--- config.mk ---
export PLATFORM = sky130hd
export DESIGN_NAME = ps2_square_mover
export DESIGN_NICKNAME = d
export VERILOG_FILES = /design/src/rtl/ps2_square_mover.sv
export SDC_FILE = /design/constraint.sdc
export NUM_CORES = 1
export LEC_CHECK = 0
export CORE_ASPECT_RATIO = 0.6
export CORE_UTILIZATION = 45
export DETAILED_ROUTE_END_ITERATION = 10
export DONT_BUFFER_PORTS = 1
export GPL_ROUTABILITY_DRIVEN = 0
export SYNTH_ARGS = -nofsm -noshare
export SYNTH_HDL_FRONTEND = slang
export SYNTH_SLANG_ARGS = --single-unit
--- constraint.sdc ---
create_clock -name clk -period 3.15 [get_ports clk]
set_input_delay 0.315 -clock clk [delete_from_list [all_inputs] [get_ports clk]]
set_output_delay 0.315 -clock clk [all_outputs]
set_load 0.05 [all_outputs]
--- src/rtl/ps2_square_mover.sv ---
// ps2_square_mover: decodes PS/2 set-2 direction keys and steps a square once per frame.
// Latency: keys_held 1 clk after a byte edge; sq_x/sq_y/move_tick 1 clk after a screen_end edge.
// Backpressure: none; every read_data rising edge is consumed, SQUARE_WRAP_EN selects wrap vs clamp.
module ps2_square_mover #(
  parameter int SCREEN_W = 640,
  parameter int SCREEN_H = 480,
  parameter int SQ_SIZE  = 32,
  parameter int STEP     = 2,
  parameter int X_INIT   = 304,
  parameter int Y_INIT   = 224
) (
  input  logic       clk,
  input  logic       reset,
  input  logic       read_data,
  input  logic [7:0] rx_data,
  input  logic       screen_end,
  output logic [9:0] sq_x,
  output logic [8:0] sq_y,
  output logic [3:0] keys_held,
  output logic       move_tick
);

  localparam logic [10:0] X_MAX  = 11'(SCREEN_W - SQ_SIZE);
  localparam logic [10:0] Y_MAX  = 11'(SCREEN_H - SQ_SIZE);
  localparam logic [10:0] STEP_W = 11'(STEP);

  typedef enum logic [1:0] {IDLE, EXT, BRK, EXT_BRK} parse_t;

  parse_t      state_q, state_d;
  logic        read_data_q, screen_end_q;
  logic [3:0]  keys_q, keys_d;
  logic [9:0]  sq_x_q, sq_x_d;
  logic [8:0]  sq_y_q, sq_y_d;
  logic        move_tick_q, move_tick_d;

  logic        byte_acc, frame_edge;
  logic        key_we, key_set, key_ext;
  logic [3:0]  key_mask;
  logic [10:0] x_ext, y_ext, x_sum, x_dif, y_sum, y_dif, x_nxt, y_nxt;

  assign byte_acc   = read_data & ~read_data_q;
  assign frame_edge = screen_end & ~screen_end_q;

  // Parser next state and key flag update; a key event is resolved in the byte's accept cycle.
  always_comb begin
    state_d  = state_q;
    key_we   = 1'b0;
    key_set  = 1'b0;
    key_ext  = 1'b0;
    key_mask = 4'b0000;
    keys_d   = keys_q;
    if (byte_acc) begin
      unique case (state_q)
        IDLE: begin
          if (rx_data == 8'hE0)      state_d = EXT;
          else if (rx_data == 8'hF0) state_d = BRK;
          else begin
            key_we  = 1'b1;
            key_set = 1'b1;
          end
        end
        EXT: begin
          if (rx_data == 8'hF0)      state_d = EXT_BRK;
          else if (rx_data != 8'hE0) begin
            key_we  = 1'b1;
            key_set = 1'b1;
            key_ext = 1'b1;
            state_d = IDLE;
          end
        end
        BRK: begin
          key_we  = 1'b1;
          state_d = IDLE;
        end
        EXT_BRK: begin
          key_we  = 1'b1;
          key_ext = 1'b1;
          state_d = IDLE;
        end
        default: state_d = IDLE;
      endcase
    end
    // Flag bits are {up,down,left,right}; unknown codes leave the mask empty.
    if (key_ext) begin
      case (rx_data)
        8'h75:   key_mask = 4'b1000;
        8'h72:   key_mask = 4'b0100;
        8'h6B:   key_mask = 4'b0010;
        8'h74:   key_mask = 4'b0001;
        default: key_mask = 4'b0000;
      endcase
    end else begin
      case (rx_data)
        8'h1D:   key_mask = 4'b1000;
        8'h1B:   key_mask = 4'b0100;
        8'h1C:   key_mask = 4'b0010;
        8'h23:   key_mask = 4'b0001;
        default: key_mask = 4'b0000;
      endcase
    end
    if (key_we) keys_d = key_set ? (keys_q | key_mask) : (keys_q & ~key_mask);
  end

  // Frame step: 11-bit arithmetic so a left/up step below zero shows up in bit 10.
  always_comb begin
    x_ext = {1'b0, sq_x_q};
    y_ext = {2'b00, sq_y_q};
    x_sum = x_ext + STEP_W;
    x_dif = x_ext - STEP_W;
    y_sum = y_ext + STEP_W;
    y_dif = y_ext - STEP_W;
    x_nxt = x_ext;
    y_nxt = y_ext;
    if (keys_q[0] && !keys_q[1]) begin
`ifdef SQUARE_WRAP_EN
      x_nxt = (x_sum > X_MAX) ? 11'd0 : x_sum;
`else
      x_nxt = (x_sum > X_MAX) ? X_MAX : x_sum;
`endif
    end else if (keys_q[1] && !keys_q[0]) begin
`ifdef SQUARE_WRAP_EN
      x_nxt = x_dif[10] ? X_MAX : x_dif;
`else
      x_nxt = x_dif[10] ? 11'd0 : x_dif;
`endif
    end
    if (keys_q[2] && !keys_q[3]) begin
`ifdef SQUARE_WRAP_EN
      y_nxt = (y_sum > Y_MAX) ? 11'd0 : y_sum;
`else
      y_nxt = (y_sum > Y_MAX) ? Y_MAX : y_sum;
`endif
    end else if (keys_q[3] && !keys_q[2]) begin
`ifdef SQUARE_WRAP_EN
      y_nxt = y_dif[10] ? Y_MAX : y_dif;
`else
      y_nxt = y_dif[10] ? 11'd0 : y_dif;
`endif
    end
    sq_x_d      = frame_edge ? x_nxt[9:0] : sq_x_q;
    sq_y_d      = frame_edge ? y_nxt[8:0] : sq_y_q;
    move_tick_d = frame_edge && ((x_nxt != x_ext) || (y_nxt != y_ext));
  end

  // State registers with synchronous reset; the step reads keys_q before this edge's byte lands.
  always_ff @(posedge clk) begin
    if (reset) begin
      state_q      <= IDLE;
      read_data_q  <= 1'b0;
      screen_end_q <= 1'b0;
      keys_q       <= 4'b0000;
      sq_x_q       <= 10'(X_INIT);
      sq_y_q       <= 9'(Y_INIT);
      move_tick_q  <= 1'b0;
    end else begin
      state_q      <= state_d;
      read_data_q  <= read_data;
      screen_end_q <= screen_end;
      keys_q       <= keys_d;
      sq_x_q       <= sq_x_d;
      sq_y_q       <= sq_y_d;
      move_tick_q  <= move_tick_d;
    end
  end

  assign sq_x      = sq_x_q;
  assign sq_y      = sq_y_q;
  assign keys_held = keys_q;
  assign move_tick = move_tick_q;

endmodule

Word level (Yosys, flattened, before mapping)
Index checks and enable logic that the tools add are counted.
- add/subtract/negate cells: 4
- $lt $le $gt $ge: 2
- bitwise logic cells: 7
- reduce and logical (&&, ||, !) cells: 13
- equal/unequal tests: 18
- mux-type cells: 27
- operators with widths (operator ; number):
    10-bit 2-to-1 mux ; 6
    8-bit by 7-bit equality test with 1-bit output (second input constant) ; 4
    4-bit one-hot mux with 4 select lines ; 2
    8-bit by 5-bit equality test with 1-bit output (second input constant) ; 3
    11-bit 2-to-1 mux ; 2
    8-bit equality test (second input constant) ; 2
    10-bit by 2-bit adder with 11-bit output (second input constant) ; 1
    11-bit by 10-bit > comparator with 1-bit output (second input constant) ; 1
    11-bit by 10-bit != test with 1-bit output ; 1
    11-bit by 9-bit != test with 1-bit output ; 1
    10-bit by 2-bit subtractor with 11-bit output (second input constant) ; 1
    9-bit by 2-bit adder with 10-bit output (second input constant) ; 1
    10-bit by 9-bit > comparator with 1-bit output (second input constant) ; 1
    9-bit by 2-bit subtractor with 10-bit output (second input constant) ; 1
    8-bit by 6-bit equality test with 1-bit output (second input constant) ; 1
    2-bit 2-to-1 mux ; 4
    4-bit 2-to-1 mux ; 2
    8-bit != test (second input constant) ; 1
    1-bit 2-to-1 mux ; 7
    3-bit != test (second input constant) ; 2
    2-bit one-hot mux with 3 select lines ; 1
    1-bit logical AND ; 5
    4-bit bitwise AND ; 1
    2-bit equality test (second input constant) ; 2
    12 further kinds ; 18
- output and inout port bits: 24
- input port bits: 12
- flip-flop bits (word level): 28
- logic and storage cells: 78

Depth between registers and ports, before layout
Gate-level depths: netlist (run 1).
- depth after elaboration: 9
- depth in mapped cells: 10
- depth with buffers taken out: 9

Least setup slack after synthesis (run 1)
No wires, ideal clock.
- path type: reg-to-reg
- start: reg sq_y_q[1], in the netlist sq_y[1]
- end: reg move_tick_q, in the netlist move_tick
- arrival: 2.964 ns
- clock period less this slack: 3.089 ns
- library setup time: 0.125 ns
- buffers on the path: 0
- path slack: 0.061 ns
- cell stages (with the launch flop): 9
- data required time: 3.025 ns
- cells stage by stage: dfxtp_1 > ha_1 > nand3_2 > o32a_1 > o211a_1 > o31ai_2 > mux2i_1 > o211ai_1 > o41a_1
- cells in the longest elaborated chain, start to end: 7
- elaborated cells between the ends (all ways): 10
- those cells by class: add/sub: 2; order compare: 1; eq/ne: 1; mux: 4; reduce/logical: 2
- RTL lines (element ; RTL line ; source):
    start, declared ; 33 ; logic [8:0] sq_y_q, sq_y_d;
    start signal, assigned ; 153 ; sq_y_q <= 9'(Y_INIT);
    start signal, assigned ; 161 ; sq_y_q <= sq_y_d;
    9-bit by 2-bit adder with 10-bit output or 9-bit by 2-bit subtractor with 10-bit output (tied branches) ; 110, 111 ;
    10-bit by 9-bit > comparator with 1-bit output or 10-bit 2-to-1 mux (tied branches) ; 131, 137 ;
    10-bit 2-to-1 mux (on tied branches) ; 131, 133 ;
    10-bit 2-to-1 mux ; 127 ; if (keys_q[2] && !keys_q[3]) begin
    11-bit by 9-bit != test with 1-bit output * ; 142 ; move_tick_d = frame_edge && ((x_nxt != x_ext) || (y_nxt != y_ext));
    1-bit logical OR * ; 142 ;
    1-bit logical AND * ; 142 ;
    end signal, assigned ; 162 ; move_tick_q <= move_tick_d;
    end, declared ; 34 ; logic move_tick_q, move_tick_d;
Mark *: on every way between the ends. The rest lies on a longest branch, timed or not.
A chain may end at the register's enable or synchronous reset.

Worst setup path after layout (run 1)
- start: reg sq_x_q[1], in the netlist sq_x[1]
- end: reg move_tick_q, in the netlist move_tick
- cells in the longest elaborated chain, start to end: 7
- elaborated cells between the ends (all ways): 10
- those cells by class: add/sub: 2; order compare: 1; eq/ne: 1; mux: 4; reduce/logical: 2
- RTL lines (element ; RTL line ; source):
    start, declared ; 32 ; logic [9:0] sq_x_q, sq_x_d;
    start signal, assigned ; 152 ; sq_x_q <= 10'(X_INIT);
    start signal, assigned ; 160 ; sq_x_q <= sq_x_d;
    10-bit by 2-bit adder with 11-bit output or 10-bit by 2-bit subtractor with 11-bit output (tied branches) ; 108, 109 ;
    11-bit by 10-bit > comparator with 1-bit output or 10-bit 2-to-1 mux (tied branches) ; 118, 124 ;
    11-bit 2-to-1 mux or 10-bit 2-to-1 mux (tied branches) ; 118, 120 ;
    11-bit 2-to-1 mux ; 114 ; if (keys_q[0] && !keys_q[1]) begin
    11-bit by 10-bit != test with 1-bit output * ; 142 ;
    1-bit logical OR * ; 142 ;
    1-bit logical AND * ; 142 ;
Marks and branches as above.

==> flow_summary.yaml, run 1 <==
status:
  status: "finished clean"
clock_network:
  clkLatencyLatePin_ps: 290
  cts_root_buf: "clkbuf_8"
  cts.htree.levels: 1
  cts_resized: 0
  cts_setup_buffers: 0
  numCtsBuffers: 3
  tritoncts: "built"
  ctsLongestPathBuffers: 2
  clkTransAtPathRegs_ps: 110
  cts.sinks: 28
  cts_hold_buf: 0
synthesis:
  synth_top_family_by_area: "simple AND/OR/NAND/NOR gates"
  syn_avg_cell_area_um2: 7.40
  muxShareOfSynthArea: 0.0343
  synth_area_um2: 2630
  yosys.area_share.simple: 0.356
  synth_compound_area_frac: 0.279
  yosysTopAreaCellShare: 0.213
  synth_ff_type: "dfxtp_1"
  ys_ff_latch: 28
  synth_nets: 371
  synth_warnings: 0
  synthCells: 355
  synth_adder_area_share: 0.0190
  synthXorXnorAreaFrac: 0.00333
  ys_seq_area_frac: 0.213
  yosysTopAreaCell: "dfxtp_1"
  synth.distinct_cells: 74
  synth_edf_count: 0
  synth.top_cells.by_area: "dfxtp_1 21%, a21oi_1 5.9%, nor2_1 4.9%"
  async_flop_share: 0
grt:
  antenna_found_initial: 0
  overflow: 0
  grt_util_all_layers: 0.241
  grt_pass1_wl_um: 11600
  grt_max_degree: 30
  grt_pass1_vias: 2285
timing:
  layout_setup_ws_ps: 363
  fin_tns_setup_ps: 0
  post-route-period-util: 0.885
  finalSetupViolations: 0
  finalHoldViolations: 0
  drv_slew: 0
  fmax_mhz: 359
  rsz0062_at_grt: "no"
  period_minus_slack_ps: 2790
  finClkSkew_ps: 3.77
  tightest_slew_ps: 830
  maxSlewHeadroom: 0.445
worst_setup_path:
  r2r-end: "move_tick$_SDFF_PP0_"
  cpMostUsedCell: "o211ai_1"
  start_kind: "flip-flop"
  critPathSlowestCell: "dfxtp_1"
  worst_setup_path_end_kind: "flip-flop"
  crit_chain: "inv_1 > ha_1 > or4_1 > o211ai_1 > a31oi_1 > buf_4 > a221oi_2 > o211ai_1 > o41a_1"
  reg2regPathDepth: 9
  startpoint: "sq_x[1]$_SDFFE_PP0P_"
  max_stage_delay_ps: 490
  crit_type: "reg -> reg"
  critPathMaxFanout: 11
  r2r-start: "sq_x[1]$_SDFFE_PP0P_"
  arrival_ps: 2970
  rrSetupSlack_ps: 360
  cp.required_ps: 3330
route:
  detail-route-antenna-nets: 0
  viasPerCell: 6.11
  route.vias.total: 2688
  drt-initial-drc-count: 190
  wl_per_cell_um: 16.7
  drc_errors: 0
  wirelength_um: 7330
  firstDrtPassIters: 5
min_path:
  hold_path_class: "in -> reg"
  hp-start: "reset"
  hold_end: "sq_y[3]$_SDFFE_PP0P_"
  min_path_cells: 1
die:
  dieArea_um2: 6160
  rows: 21
  dieWidth_um: 101
  fp.dieH_um: 61.2
  placeableCoreArea_um2: 5600
  initial_core_util: 0.470
  io_pins: 36
cells_and_area:
  drive_above_1_share: 0.153
  areaGrowthSynthToFinish_pct: 7.47
  nets: 377
  antenna_cells: 0
placed_design:
  post-dp-hpwl_um: 5400
  portBuffers: 0
  pre_cts_ws_ps: 387
run:
  maxCapViolCount: 0
pwr:
  ir_drop_mv: 0.150
  power.density_nw_per_um2: 265
  cellLeakagePower_nw: 1.03
[layout make-up]
| cell class | instances | area, µm² |
|---|---|---|
| fill | 567 | 2770 |
| clock inverter | 1 | 30.0 |
| clock buffer | 3 | 41.3 |
| timing repair buffer | 32 | 240 |
| sequential | 28 | 561 |
| inverter | 9 | 33.8 |
| multi-input combinational | 287 | 1820 |
| tap | 80 | 100 |
[cell families (layout without fill, tap and decap cells)]
group                      after synthesis  count (layout)
DFF                                     28              28
buffers and inverters                   40              45
xor gates and xnor gates                 1               1
and+or+nand+nor                        166             166
AOI/OAI and AO/OA                      107             107
muxes                                    9               9
adders and majority gates                4               4
[per-stage QoR]
stage / utilization / total power [mW] / hold WS, ps / instances / instance area (µm²)
floorplan: - / 0.446 / 443 / 355 / 2630
global placement: 0.492 / 0.455 / 388 / 436 / 2750
detailed placement: 0.492 / 0.456 / 390 / 436 / 2750
CTS: 0.505 / 0.761 / 68.4 / 440 / 2830
global route: 0.505 / 0.783 / 61.8 / 440 / 2830
finish: 0.505 / 0.748 / 79.0 / 440 / 2830
[critical path, delay by kind of cell (launching register included)]
kind	cells	cell delay (ps)
buffers and inverters	2	310
AO/OA/AOI/OAI	5	1070
flip-flops	1	490
adder cells (fa/ha/maj)	1	350
AND/OR/NAND/NOR	1	470
[report_power, final]
group          internal (mW)  switching [mW]
clock                  0.171           0.128
sequential             0.359         0.00972
combinational         0.0306          0.0494
[synth_stat cells, drive strengths merged, types with 8 or more instances]
cell and n:
inv 9, a21oi 32, clkbuf 19, nor3b 8
nand3 14, dfxtp 28, nor3 17, a31oi 8
buf 12, o21ai 18, nand2b 12, nand2 26
nor2b 10, mux2i 9, nor2 34, or3 8
[worst max-delay path by stage]
stage / end / slack, ps / cells past startpoint
3_3_place_gp: move_tick$_SDFF_PP0_ / 480 / 8
6_report: move_tick$_SDFF_PP0_ / 360 / 9
2_1_floorplan: move_tick$_SDFF_PP0_ / 60 / 8
3_5_place_dp: move_tick$_SDFF_PP0_ / 390 / 9
4_1_cts: move_tick$_SDFF_PP0_ / 370 / 9
5_1_grt: move_tick$_SDFF_PP0_ / 160 / 9
[layer usage]
metal  GRT usage  up-vias  wire length [µm]  share of wire
met5           0        -                 0              0
met4      0.0393        0                43         0.0059
met3      0.0522        7               548          0.075
met2       0.350      110              2960           0.40
met1       0.367     1236              3780           0.52
li1            -     1335                 -              -
[placed cells by master (no fill, tap or decap), drive strengths merged, types with 5 or more instances in the layout]
cell type / count
nand2b: 12
nand3: 14
inv: 9
nor2: 34
dfxtp: 28
a31oi: 8
a211oi: 6
a21oi: 32
nor3: 17
nor2b: 10
o21ai: 18
nand4b: 5
or3: 8
mux2i: 9
nor3b: 8
buf: 32
o211ai: 6
nor4: 5
nand2: 26
No activity file was read; power rests on OpenSTA's default activity.
==> run 2: changes to the inputs <==
- CTS_CLUSTER_SIZE: not set -> 12
==> results of run 2 <==
Final layout, timing and power as in run 1 (identical DEF).
